===== src/rtl/parity_frame_ctrl.sv =====
// Frame-aware serial parity receiver: start bit, N data bits LSB first, parity bit, stop bit.
// Each decoded frame is held in an output register under a valid/ack handshake with a sticky overrun flag.
module parity_frame_ctrl #(
   parameter int N   = 8,
   parameter bit ODD = 1'b0
) (
   input  logic         c,
   input  logic         r,
   input  logic         i,
   input  logic         en,
   input  logic         dack,
   output logic [N-1:0] dout,
   output logic         dvalid,
   output logic         perr,
   output logic         ferr,
   output logic         ovr,
   output logic         busy,
   output logic [1:0]   dbg_state
);
   localparam int CW = $clog2(N) + 1;

   typedef enum logic [1:0] {
      IDLE = 2'd0,
      DATA = 2'd1,
      PAR  = 2'd2,
      STOP = 2'd3
   } state_t;

   state_t        state, state_nx;
   logic [CW-1:0] cnt;
   logic [N-1:0]  sh;
   logic          par;

   // A completed frame waits here for exactly one cycle before reaching the output register.
   logic          pend;
   logic [N-1:0]  pend_data;
   logic          pend_perr;
   logic          pend_ferr;

   assign dbg_state = state;

   always_ff @(posedge c or negedge r) begin
      if (!r) state <= IDLE;
      else    state <= state_nx;
   end

   always_comb begin
      state_nx = state;
      busy     = (state != IDLE);
      if (en) begin
         unique case (state)
            IDLE:    if (!i) state_nx = DATA;
            DATA:    if (cnt == CW'(N - 1)) state_nx = PAR;
            PAR:     state_nx = STOP;
            STOP:    state_nx = IDLE;
            default: state_nx = IDLE;
         endcase
      end
   end

   always_ff @(posedge c or negedge r) begin
      if (!r) begin
         cnt       <= '0;
         sh        <= '0;
         par       <= 1'b0;
         pend      <= 1'b0;
         pend_data <= '0;
         pend_perr <= 1'b0;
         pend_ferr <= 1'b0;
      end else begin
         pend <= 1'b0;
         if (en) begin
            unique case (state)
               IDLE: begin
                  cnt <= '0;
                  par <= 1'b0;
               end
               DATA: begin
                  sh  <= {i, sh[N-1:1]};
                  par <= par ^ i;
                  cnt <= cnt + 1'b1;
               end
               PAR: par <= par ^ i;
               STOP: begin
                  pend      <= 1'b1;
                  pend_data <= sh;
                  pend_perr <= par ^ ODD;
                  pend_ferr <= ~i;
               end
               default: ;
            endcase
         end
      end
   end

   // Handshake: dvalid marks dout/perr/ferr as held and stable; a cycle with dvalid=1 and
   // dack=1 consumes the result. A frame arriving while a result is held and not being
   // consumed is dropped and raises ovr, which clears on the next consuming cycle.
   always_ff @(posedge c or negedge r) begin
      if (!r) begin
         dout   <= '0;
         dvalid <= 1'b0;
         perr   <= 1'b0;
         ferr   <= 1'b0;
         ovr    <= 1'b0;
      end else if (pend && dvalid && !dack) begin
         ovr <= 1'b1;
      end else begin
         if (pend) begin
            dout   <= pend_data;
            perr   <= pend_perr;
            ferr   <= pend_ferr;
            dvalid <= 1'b1;
         end else if (dvalid && dack) begin
            dvalid <= 1'b0;
         end
         if (dvalid && dack) ovr <= 1'b0;
      end
   end
endmodule


===== config.mk =====
export PLATFORM = sky130hd
export DESIGN_NAME = parity_frame_ctrl
export DESIGN_NICKNAME = d
export VERILOG_FILES = /design/src/rtl/parity_frame_ctrl.sv
export SDC_FILE = /design/constraint.sdc
export NUM_CORES = 1
export LEC_CHECK = 0
export BUFFER_PORTS_ARGS = -buffer_cell sky130_fd_sc_hd__buf_2
export CAP_MARGIN = 10
export CELL_PAD_IN_SITES_DETAIL_PLACEMENT = 0
export CELL_PAD_IN_SITES_GLOBAL_PLACEMENT = 1
export CORE_AREA = 2 2 62 64
export DETAILED_ROUTE_END_ITERATION = 7
export DIE_AREA = 0 0 64 66
export PLACE_DENSITY_LB_ADDON = 0.1
export SYNTH_ARGS = -nofsm -noshare
export SYNTH_HDL_FRONTEND = slang
export SYNTH_SLANG_ARGS = --single-unit

===== constraint.sdc =====
create_clock -name c -period 2.1 [get_ports c]
set_input_delay 0.63 -clock c [delete_from_list [all_inputs] [get_ports c]]
set_output_delay 0.63 -clock c [all_outputs]
set_load 0.005 [all_outputs]

==> flow_summary_export.csv <==
group,metric,value,unit
outcome,status,"complete, no violations",
final_layout,ff_latch_area,950.9,sq um
synth,synth_compound_area_share,4.834,%
synth,synthSimpleGateAreaFrac,5.864,%
synth,synth_top_flop_cell,"dfrtp_1",
drt,ant_nets,0,
setup_path,reg2reg_slack,0.45,ns
sta,slew_headroom,66.90,%
pwr,p_leak,0.0008543,uW
global_routing,grt_overflow,0,
sta,fmax,517.3,MHz
setup_path,cp.buffers_inverters,3,
setup_path,r2r_cells,4,
clock_network,cts_buffers,5,
drt,viasPerCell,4.885,
setup_path,crit_family,"flip-flops",
final_layout,multi_input_area,591.8,sq um
clock_network,post_cts_buffers,0,
drt,dr.max_layer_used,"met4",
synth,synth-edff-count,0,
synth,synthTopCellsByArea,"dfrtp_1 (60%), mux2_2 (14%), mux2_1 (5.7%)",
setup_path,endpoint_kind,"output pin",
clock_network,ctsHoldBuffers,0,
drt,wl_met1,1023,um
synth,yosysWarnings,0,
setup_path,worstSetupPathType,"flop to output pin",
global_routing,antenna_found_initial,0,
job,maxCapViolCount,0,
synth,synth_top_area_share,60.22,%
global_routing,grt_pass1_wl,4222,um
clock_network,clk_pin_slew_worst_paths,0.10,ns
synth,synthArstFlopShare,100.0,%
setup_path,cpMostUsedCell,"inv_1",
synth,synth.distinct_cells,24,
floorplan,initial_utilization,44.47,%
clock_network,root_buffer,"clkbuf_4",
final_layout,finish.utilization,50.18,%
setup_path,path_max_fanout,5,
synth,synth_top_family_by_area,"multiplexers",
sta,finalHoldViolations,0,
clock_network,cts_resized,0,
floorplan,dieArea,4224,sq um
placed_design,globalplace.congestion,0.7164,
sta,finalCritPeriodShare,92.05,%
drt,drt_wl_total,2265,um
global_routing,first_global_vias,920,
sta,setup_tns,0,ns
synth,yosysTopAreaCell,"dfrtp_1",
sta,rsz0062_at_grt,"no",
synth,postSynthCellCount,111,
floorplan,std_cell_rows,22,
sta,maxSlewViolCount,0,
clock_network,clk_path_buf_depth,2,
placed_design,numPortBuffers,19,
setup_path,cp_cell_sequence,"inv_1 > ha_1 > inv_1 > buf_2",
floorplan,io-pin-count,20,
floorplan,die_w,64,um
final_layout,antenna_cells,0,
drt,first_pass_iters,4,
global_routing,grt_max_degree,21,
sta,worst_pin_slew,0.4953,ns
setup_path,worstSetupStartpointType,"flop",
synth,synth-xor-area-share,0,%
setup_path,crit_arrival,1.30,ns
final_layout,nFillCells,324,
synth,synth_seq_cells,38,
clock_network,htreeDepth,2,
synth,ys_seq_area_share,60.22,%
sta,fin_skew,0.002950,ns
clock_network,clock_sinks,38,
synth,synth_area_per_cell,14.23,sq um
sta,min_period,1.933,ns
floorplan,die_y,66,um
pwr,peakVddDrop,0.0005388,V
min_path,hold_path_class,"primary input to async pin",
clock_network,worstSkewPairLatency,0.33,ns
setup_path,timing.rr.end,"dbg_state[1]",
global_routing,track_usage,13.48,%
final_layout,area_growth,12.84,%
setup_path,slowest_stage,"dfrtp_1",
drt,wl_per_cell,12.38,um
floorplan,core-area,3551,sq um
drt,vias,894,
setup_path,worstPathRequired,1.47,ns
final_layout,drive_gt1_share,35.56,%
synth,synth_nets,123,
clock_network,tritoncts,"yes",
setup_path,crit_path_max_incr_delay,0.44,ns
drt,wl_met3,125,um
drt,route.met2.wl,1063,um
synth,synthAdderAreaFrac,5.547,%
placed_design,hpwl,1635,um
sta,setup_viol,0,
drt,route.detailed.drc,0,
pwr,powerDensity,1363,nW/um^2
final_layout,layout.nets,147,
drt,drtIter0Drc,32,
synth,netlist_area,1579,sq um
setup_path,r2r_start,"dbg_state[1]",
setup_path,startpoint,"dbg_state[0]",
sta,whs,0.2266,ns
synth,synth_mux_area_share,21.24,%
[registers in the layout, indices dropped and copies added, names as in the netlist]
signal     flops
pend_ferr      1
sh             8
ovr            1
ferr           1
pend_data      8
pend_perr      1
dbg_state      2
dvalid         1
pend           1
perr           1
dout           8
cnt            4
par            1
[where the power goes]
part	internal [uW]	switching [uW]	total, uW
Sequential	1080	206	1280
Combinational	470	346	815
Clock	126	205	331
[synthesized netlist by cell type (2+ instances only)]
| cell | n |
|---|---|
| nand2b_1 | 2 |
| ha_1 | 7 |
| mux2_1 | 8 |
| o21ai_0 | 4 |
| buf_2 | 2 |
| nand2_1 | 6 |
| inv_1 | 4 |
| nand3b_1 | 2 |
| nand2_2 | 2 |
| nand3_1 | 2 |
| mux2_2 | 20 |
| a21oi_1 | 2 |
| dfrtp_1 | 38 |
| mux2i_1 | 2 |
[how the worst max path moves through the flow]
stage	to	slack [ns]	cells after the start
global placement	pend_data[0]	0.42	3
global route	busy	0.04	4
floorplan	dbg_state[1]	0.54	5
finish	busy	0.17	4
detailed placement	pend_data[1]	0.39	3
CTS	busy	0.12	4
[placed cells by master (no fill, tap or decap), types with 2 or more instances in the layout]
cell / count
a21oi_1: 2
buf_2: 19
clkbuf_1: 2
clkbuf_4: 5
dfrtp_1: 38
ha_1: 7
inv_1: 4
mux2_1: 8
mux2_2: 20
mux2i_1: 2
nand2_1: 6
nand2_2: 2
nand2b_1: 2
nand3_1: 2
nand3b_1: 2
o21ai_0: 4
[per-stage QoR]
stage / cells / area, sq um / setup WS, ns / power (uW)
finish: 183 / 1782 / 0.1670 / 2429
global route: 183 / 1782 / 0.04475 / 2665
CTS: 183 / 1782 / 0.1211 / 2476
detailed placement: 176 / 1737 / 0.3902 / 2138
global placement: 176 / 1737 / 0.4231 / 2109
floorplan: 111 / 1579 / 0.5351 / 1846
[logic make-up (layout without fill, tap and decap cells)]
| logic type | count (synthesis) | after routing |
|---|---|---|
| AO/OA/AOI/OAI | 11 | 11 |
| adder cells (fa/ha/maj) | 7 | 7 |
| buffers and inverters | 8 | 32 |
| flip-flops | 38 | 38 |
| multiplexers | 30 | 30 |
| AND/OR/NAND/NOR | 17 | 17 |
[layout make-up]
class / instances / share of cell area [%]
sequential: 38 / 53.37
tap: 48 / 3.371
clock buffer: 7 / 2.528
timing repair buffer: 20 / 6.461
inverter: 5 / 1.053
multi-input combinational: 65 / 33.22
[metal layers]
metal	vias to the layer above	track usage, %
met4	0	6.522
met5	-	0
li1	435	-
met1	434	16.48
met2	19	20.96
met3	6	5.111
Power figures use the tool's default switching activity.
